<file path="src/rtl/aes_spi_frontend.sv">
// SPI slave front-end for the AES core: oversampled SPI pins, 256-bit {plaintext,key}
// frame deserialiser with length checking, and cyphertext serialiser.

module aes_spi_sync #(
    parameter int STAGES = 2
) (
    input  logic clk_i,
    input  logic reset_ni,
    input  logic d_i,
    output logic q_o
);
    logic [STAGES-1:0] sync_q;

    always_ff @(posedge clk_i or negedge reset_ni) begin
        if (!reset_ni) sync_q <= '0;
        else           sync_q <= (sync_q << 1) | STAGES'(d_i);
    end

    assign q_o = sync_q[STAGES-1];
endmodule

module aes_spi_frontend #(
    parameter int BLK_W       = 128,
    parameter int KEY_W       = 128,
    parameter int SYNC_STAGES = 2
) (
    input  logic             clk_i,
    input  logic             reset_ni,
    input  logic             sck_i,
    input  logic             sdi_i,
    input  logic             load_i,
    output logic             sdo_o,
    output logic             done_o,
    output logic             frame_err_o,
    output logic [KEY_W-1:0] key_o,
    output logic [BLK_W-1:0] plaintext_o,
    output logic             start_o,
    input  logic             core_done_i,
    input  logic [BLK_W-1:0] cyphertext_i
);
    localparam int FRAME_W = BLK_W + KEY_W;
    localparam int CNT_W   = $clog2(FRAME_W + 1);
    localparam logic [CNT_W-1:0] FULL = CNT_W'(FRAME_W);

    typedef enum logic [1:0] {IDLE, SHIFT_IN, WAIT_CORE, READY} state_e;

    // pin order: {load, sdi, sck}
    logic [2:0] pin_raw, pin_s;
    assign pin_raw = {load_i, sdi_i, sck_i};

    for (genvar g = 0; g < 3; g++) begin : g_sync
        aes_spi_sync #(.STAGES(SYNC_STAGES)) u_sync (
            .clk_i    (clk_i),
            .reset_ni (reset_ni),
            .d_i      (pin_raw[g]),
            .q_o      (pin_s[g])
        );
    end

    logic sck_s, sdi_s, load_s;
    assign {load_s, sdi_s, sck_s} = pin_s;

    logic sck_prev_q, load_prev_q;
    logic sck_rise, sck_fall, load_rise, load_fall;
    assign sck_rise  =  sck_s  & ~sck_prev_q;
    assign sck_fall  = ~sck_s  &  sck_prev_q;
    assign load_rise =  load_s & ~load_prev_q;
    assign load_fall = ~load_s &  load_prev_q;

    state_e             state_q, state_d;
    logic [FRAME_W-1:0] in_sr_q, in_sr_d;
    logic [CNT_W-1:0]   cnt_q, cnt_d;
    logic [BLK_W-1:0]   out_sr_q, out_sr_d;
    logic [KEY_W-1:0]   key_q, key_d;
    logic [BLK_W-1:0]   pt_q, pt_d;
    logic               done_q, done_d;
    logic               start_q, start_d;
    logic               frame_err_q, frame_err_d;

    always_ff @(posedge clk_i or negedge reset_ni) begin
        if (!reset_ni) begin
            state_q     <= IDLE;
            sck_prev_q  <= 1'b0;
            load_prev_q <= 1'b0;
            in_sr_q     <= '0;
            cnt_q       <= '0;
            out_sr_q    <= '0;
            key_q       <= '0;
            pt_q        <= '0;
            done_q      <= 1'b0;
            start_q     <= 1'b0;
            frame_err_q <= 1'b0;
        end else begin
            state_q     <= state_d;
            sck_prev_q  <= sck_s;
            load_prev_q <= load_s;
            in_sr_q     <= in_sr_d;
            cnt_q       <= cnt_d;
            out_sr_q    <= out_sr_d;
            key_q       <= key_d;
            pt_q        <= pt_d;
            done_q      <= done_d;
            start_q     <= start_d;
            frame_err_q <= frame_err_d;
        end
    end

    always_comb begin
        state_d     = state_q;
        in_sr_d     = in_sr_q;
        cnt_d       = cnt_q;
        out_sr_d    = out_sr_q;
        key_d       = key_q;
        pt_d        = pt_q;
        done_d      = done_q;
        start_d     = 1'b0;
        frame_err_d = frame_err_q;

        unique case (state_q)
            IDLE: begin
                if (load_rise) begin
                    state_d     = SHIFT_IN;
                    cnt_d       = '0;
                    frame_err_d = 1'b0;
                    done_d      = 1'b0;
                end
            end
            SHIFT_IN: begin
                // Bit acceptance is evaluated first so a bit landing with load fall still counts.
                if (sck_rise) begin
                    if (cnt_q == FULL) begin
                        frame_err_d = 1'b1;
                    end else begin
                        in_sr_d = {in_sr_q[FRAME_W-2:0], sdi_s};
                        cnt_d   = cnt_q + CNT_W'(1);
                    end
                end
                if (load_fall) begin
                    if (cnt_d == FULL && !frame_err_d) begin
                        pt_d    = in_sr_d[FRAME_W-1:KEY_W];
                        key_d   = in_sr_d[KEY_W-1:0];
                        start_d = 1'b1;
                        state_d = WAIT_CORE;
                    end else begin
                        frame_err_d = 1'b1;
                        state_d     = IDLE;
                    end
                end
            end
            WAIT_CORE: begin
                if (load_rise) begin
                    state_d     = SHIFT_IN;
                    cnt_d       = '0;
                    frame_err_d = 1'b0;
                    done_d      = 1'b0;
                end else if (core_done_i) begin
                    out_sr_d = cyphertext_i;
                    done_d   = 1'b1;
                    state_d  = READY;
                end
            end
            READY: begin
                if (load_rise) begin
                    state_d     = SHIFT_IN;
                    cnt_d       = '0;
                    frame_err_d = 1'b0;
                    done_d      = 1'b0;
                end else if (sck_fall) begin
                    out_sr_d = {out_sr_q[BLK_W-2:0], 1'b0};
                end
            end
            default: state_d = IDLE;
        endcase
    end

    assign sdo_o       = out_sr_q[BLK_W-1];
    assign done_o      = done_q;
    assign frame_err_o = frame_err_q;
    assign key_o       = key_q;
    assign plaintext_o = pt_q;
    assign start_o     = start_q;
endmodule
</file>
<file path="config.mk">
export PLATFORM = sky130hd
export DESIGN_NAME = aes_spi_frontend
export DESIGN_NICKNAME = d
export VERILOG_FILES = /design/src/rtl/aes_spi_frontend.sv
export SDC_FILE = /design/constraint.sdc
export NUM_CORES = 1
export LEC_CHECK = 0
export ABC_CLOCK_PERIOD_IN_PS = 6500
export CORE_UTILIZATION = 55
export DETAILED_ROUTE_END_ITERATION = 16
export HOLD_SLACK_MARGIN = 0.03
export MAX_ROUTING_LAYER = met4
export PLACE_DENSITY = 0.87
export RECOVER_POWER = 100
export SYNTH_ARGS = -nofsm -noshare
export SYNTH_HDL_FRONTEND = slang
export SYNTH_SLANG_ARGS = --single-unit
</file>
<file path="constraint.sdc">
create_clock -name clk_i -period 6.5 [get_ports clk_i]
set_input_delay 1.3 -clock clk_i [delete_from_list [all_inputs] [get_ports clk_i]]
set_output_delay 1.3 -clock clk_i [all_outputs]
set_load 0.005 [all_outputs]
</file>
## After elaboration in Yosys (flattened, before gate mapping)

Cells that the tools add are included.

| word-level totals | value |
|---|---|
| register bits | 662 |
| word-level logic and storage cells | 81 |
| input bits | 134 |

| operators by class | value |
|---|---|
| add/sub/neg operators | 1 |
| bitwise operators | 11 |
| mux-type cells | 31 |
| eq/ne operators | 13 |
| reduce and logical (&&, ||, !) cells | 11 |

Operators by type and width:

| operator | number |
|---|---|
| $mux W128 | 4 |
| $mux W256 | 2 |
| $pmux W128 S2 | 1 |
| $mux W9 | 4 |
| $eq A9 B9 Y1 const B | 2 |
| $pmux W9 S2 | 1 |
| $mux W1 | 11 |
| $mux W2 | 5 |
| $ne A2 B2 Y1 const B | 5 |
| $add A9 B1 Y9 const B | 1 |
| $reduce_and A3 Y1 | 3 |
| $or A2 B1 Y2 | 3 |
| $pmux W2 S3 | 1 |
| $reduce_and A5 Y1 | 1 |
| $and A1 B1 Y1 | 4 |
| $eq A2 B2 Y1 const B | 2 |
| $ne A2 B1 Y1 const B | 2 |
| $not A1 Y1 | 4 |
| $pmux W1 S2 | 2 |
| $reduce_bool A2 Y1 | 2 |
| $ne A3 B3 Y1 const B | 1 |
| $reduce_or A3 Y1 | 1 |
| $eq A2 B1 Y1 const B | 1 |
| $logic_not A2 Y1 | 1 |
| 3 further kinds | 3 |

## Longest topological paths before layout

| depth | value |
|---|---|
| word-level depth | 9 |
| mapped depth | 10 |
| gate-level depth less buffers | 7 |

## Cells and area by module

A second synthesis with hierarchy kept.

| unflattened totals | value |
|---|---|
| cell total of the unflattened synthesis | 2048 |
| area, all modules | 28941.5 um^2 |

Modules (own cells, without submodules):

| module | area each (um^2) | cells each | instances |
|---|---|---|---|
| aes_spi_frontend | 28791.4 | 2042 | 1 |
| aes_spi_sync | 50.0 | 2 | 3 |

## Worst setup path before layout

Ideal clock, no wire load.

| path | value |
|---|---|
| path kind | register -> register |
| start point | register cnt_q[0] |
| end point | register key_q[122], in the netlist key_o[122] |
| data arrival time | 2.579 ns |
| setup slack | 3.796 ns |
| library setup time | 0.125 ns |
| required time | 6.375 ns |
| buffers on the path | 3 |
| stages on the path, launching flop included | 11 |
| path through | dfrtp_1 -> inv_1 -> ha_1 -> or4bb_1 -> o21a_1 -> a2111oi_4 -> nor4bb_1 -> buf_4 -> buf_6 -> buf_8 -> mux2_2 |

| on the way | value |
|---|---|
| word-level cells in the longest chain between the ends | 7 |
| elaborated cells on any way between the ends | 14 |
| classes of those cells | add/sub: 1; eq/ne: 2; mux: 8; reduce/logical: 3 |

Ends and longest elaborated chain:

| item | line | text |
|---|---|---|
| start, declared | 72 | `logic [CNT_W-1:0] cnt_q, cnt_d;` |
| start signal, assigned | 98 | `cnt_q <= cnt_d;` |
| $add A9 B1 Y9 or $eq A9 B9 Y1 (tied branches) | 135, 131 |  |
| $mux W9 or $mux W1 (tied branches) | 131 | `if (cnt_q == FULL) begin` |
| $mux W9 or $mux W1 (tied branches) | 130 | `if (sck_rise) begin` |
| $mux W9 or $mux W1 (tied branches) | 119 | `unique case (state_q)` |
| $eq A9 B9 Y1 or $logic_not A1 Y1 (tied branches) | 139 | `if (cnt_d == FULL && !frame_err_d) begin` |
| $logic_and A1 B1 Y1 | 139 |  |
| $reduce_and A3 Y1 (no line) | n/a |  |
| end signal, assigned | 100 | `key_q <= key_d;` |
| end, declared | 74 | `logic [KEY_W-1:0] key_q, key_d;` |

Several ways; a longest one is shown, not always the timed one. The select of a mux whose other input is x is not followed.
A chain may end at the register's enable or synchronous reset.

## Final worst setup path

| path | value |
|---|---|
| start point | input core_done_i |
| end point | register out_sr_q[28] |

| on the way | value |
|---|---|
| word-level cells in the longest chain between the ends | 2 |

Ends and longest elaborated chain:

| item | line | text |
|---|---|---|
| start, declared | 38 | `input logic core_done_i,` |
| $ne A2 B2 Y1 (no line) | n/a |  |
| $reduce_and A5 Y1 (no line) | n/a |  |
| end signal, assigned | 99 | `out_sr_q <= out_sr_d;` |
| end, declared | 73 | `logic [BLK_W-1:0] out_sr_q, out_sr_d;` |

No other way between the ends.

==> flow_metrics.py <==
metrics = {
    "yosys": {
        "avgSynthCellArea_sq_um": 14.6,
        "synthSimpleGateAreaFrac": 0.0255,
        "synth_compound_area_frac": 0.0301,
        "synth_edf_count": 0,
        "synth_area_sq_mm": 0.0300,
        "synth_adder_area_share": 0.00250,
        "synth_top_family_by_area": "multiplexers",
        "yosys-top-cells-area": "dfrtp_1 (55%), mux2_2 (21%), mux2_4 (10%), mux2i_1 (4.3%), a21oi_1 (2.2%)",
        "yosysMostFrequentCell": "dfrtp_1",
        "syn_inst": 2050,
        "synthesis.nets": 2190,
        "synthDistinctLibCells": 48,
        "yosys.area_share.xor_xnor": 0.000292,
        "yosysWarnings": 0,
        "muxShareOfSynthArea": 0.357,
        "synthTopCellsByCount": "dfrtp_1 (662), mux2_2 (560), mux2_4 (200)",
        "synth-seq-cells": 662,
        "async_flop_share": 1.00,
        "synth_top_area_cell": "dfrtp_1",
        "synth_top_area_frac": 0.552,
        "ys.flop_type": "dfrtp_1",
        "ys_seq_area_frac": 0.552,
    },
    "critical_path": {
        "setup.worst_path.class": "input pin to register",
        "critPathArrivalTime_ns": 5.58,
        "crit_path_end_kind": "register",
        "start_kind": "input pin",
        "path_max_fanout": 256,
        "crit_required_ns": 6.96,
    },
    "clock_tree": {
        "clockRootBuffer": "clkbuf_16",
        "cts_max_path_buffers": 3,
        "cts-buffers-inserted": 70,
        "post_cts_buffers": 0,
        "htreeDepth": 3,
        "clock_latency_ns": 0.59,
        "clock_sinks": 662,
        "cts.repair.resized": 0,
        "postCtsHoldBufs": 0,
        "path_clk_slew_ns": 0.06,
        "tritoncts": "yes",
    },
    "routing": {
        "vias": 17300,
        "final_antenna_net_count": 0,
        "drt-wirelength-per-cell_um": 19.6,
        "drt_pass1_iterations": 5,
        "totalWireLength_mm": 61.8,
        "drc": 0,
        "via_per_inst": 5.48,
        "initialDrtViolationCount": 882,
    },
    "floorplan": {
        "rows": 85,
        "die_x_um": 236,
        "initial_core_util": 0.558,
        "dieHeight_um": 236,
        "coreArea_sq_mm": 0.0538,
        "ios": 394,
        "die-area_sq_mm": 0.0555,
    },
    "timing": {
        "period_share": 0.787,
        "fmax_mhz": 195,
        "finalSetupViolations": 0,
        "relSlewSlack": -1.67,
        "worstMarginPinSlew_ns": 4.01,
        "hold_violations": 0,
        "skew_ns": 0.0237,
        "whs_ns": 0.348,
        "period_minus_slack_ns": 5.12,
        "report.final.slew_viol_count": 791,
        "tns_ns": 0,
        "rsz0062_at_grt": "no",
    },
    "grt": {
        "grt_pass1_wl_mm": 102,
        "grt_max_degree": 257,
        "grt_pass1_vias": 18200,
        "globalRoute.totalOverflow": 0,
        "grt_usage": 0.235,
        "antenna_found_initial": 8,
    },
    "worst_hold_path": {
        "hold_class": "register to register",
    },
    "place": {
        "port_buffers": 393,
        "place_congestion": 0.832,
        "hpwl_mm": 39.1,
    },
    "power_and_ir_drop": {
        "leakagePower_nw": 17.8,
        "irDropWorstVdd_v": 0.000197,
        "power.density_mw_per_mm2": 277,
    },
    "outcome": {
        "violations": "capacitance limit, slew limit",
        "status": "finished, violations left",
    },
    "cells_and_area": {
        "area_delta_synth_final_pct": 18.8,
        "fill_cells": 3774,
        "final_layout_size_suffix_gt1_frac": 0.283,
        "fin_nets": 2538,
    },
    "run": {
        "max_cap_viol_count": 9,
    },
}
## per-stage QoR
stage | power (mW) | cell area [sq um] | utilization | setup slack [ns] | cells
2_1_floorplan | 5.56 | 30000 | - | 3.80 | 2050
3_3_place_gp | 5.88 | 34100 | 0.634 | 2.47 | 3022
3_5_place_dp | 5.97 | 34100 | 0.634 | 2.36 | 3022
4_1_cts | 10.0 | 36500 | 0.677 | 2.32 | 3146
5_1_grt | 10.3 | 35600 | 0.662 | 1.08 | 3154
6_report | 9.88 | 35600 | 0.662 | 1.38 | 3154
## layout make-up
type | count | area [sq um] | share of cell area
clock buffers | 102 | 2100 | 0.0588
diodes | 8 | 20.0 | 0.000562
well taps | 696 | 871 | 0.0244
flip-flops and latches | 662 | 16600 | 0.465
multi-input cells | 1246 | 11700 | 0.329
repair buffers | 411 | 4100 | 0.115
inverters | 7 | 26.3 | 0.000737
clock inverters | 22 | 220 | 0.00618
## layout by cell type, fill, tap and decap left out, types with 4 or more instances in the layout
master and n:
clkdlybuf4s50_1 128, buf_4 5, mux2_1 205, ha_1 5
nor2b_1 4, clkbuf_8 14, inv_1 7, clkinvlp_4 5
diode_2 8, mux2_4 5, mux2i_1 129, buf_12 4
nor2_1 136, clkbuf_16 74, clkbuf_1 18, a21oi_1 131
mux2_2 559, dfrtp_1 662, dlygate4sd3_1 264, nand2_1 11
clkinv_2 10, nand3_1 4, o21ai_0 11
## worst paths after layout
kind | cells after the start | start | to | slack, ns
max | 6 | core_done_i | out_sr_q[28] | 1.38
min | 0 | g_sync[1].u_sync.sync_q[0] | g_sync[1].u_sync.sync_q[1] | 0.35
max reg2reg | 5 | cnt_q[2] | in_sr_q[91] | 1.52
min reg2reg | 0 | g_sync[1].u_sync.sync_q[0] | g_sync[1].u_sync.sync_q[1] | 0.35
max in group asynchronous | 2 | reset_ni | plaintext_o[39] | 2.15
min in group asynchronous | 1 | reset_ni | out_sr_q[47] | 0.73
## logic make-up (layout without fill, tap and decap cells)
logic type               after synthesis  count (layout)
flip-flops                           662             662
AND/OR/NAND/NOR                      177             177
adder cells (fa/ha/maj)                6               6
XOR/XNOR                               1               1
multiplexers                         898             898
buffers and inverters                142             542
AO/OA/AOI/OAI                        164             164
other                                  0               8
## critical path, stage by stage
cell           delay [ns]
dlygate4sd3_1        0.53
nor2b_1              0.09
a211oi_4             0.16
buf_2                2.79
nor2_1               0.23
a21oi_1              0.31
## sequential cells by signal, indices dropped and copies added (netlist names)
name                  cells
g_sync.u_sync.sync_q      6
out_sr_q                128
done_o                    1
load_prev_q               1
start_o                   1
plaintext_o             128
state_q                   2
cnt_q                     9
frame_err_o               1
sck_prev_q                1
in_sr_q                 256
key_o                   128
## where the power goes
group          switching, mW  internal, mW
Combinational          0.539         0.511
Clock                   1.63          2.37
Sequential             0.267          4.57
## metal layers
| layer | up-vias | share of wire | GRT usage |
|---|---|---|---|
| met4 | 0 | 0.028 | 0.0818 |
| met1 | 8778 | 0.43 | 0.301 |
| met2 | 349 | 0.48 | 0.367 |
| li1 | 8047 | - | - |
| met5 | - | 0 | - |
| met3 | 115 | 0.055 | 0.0561 |
Power figures use the tool's default switching activity.
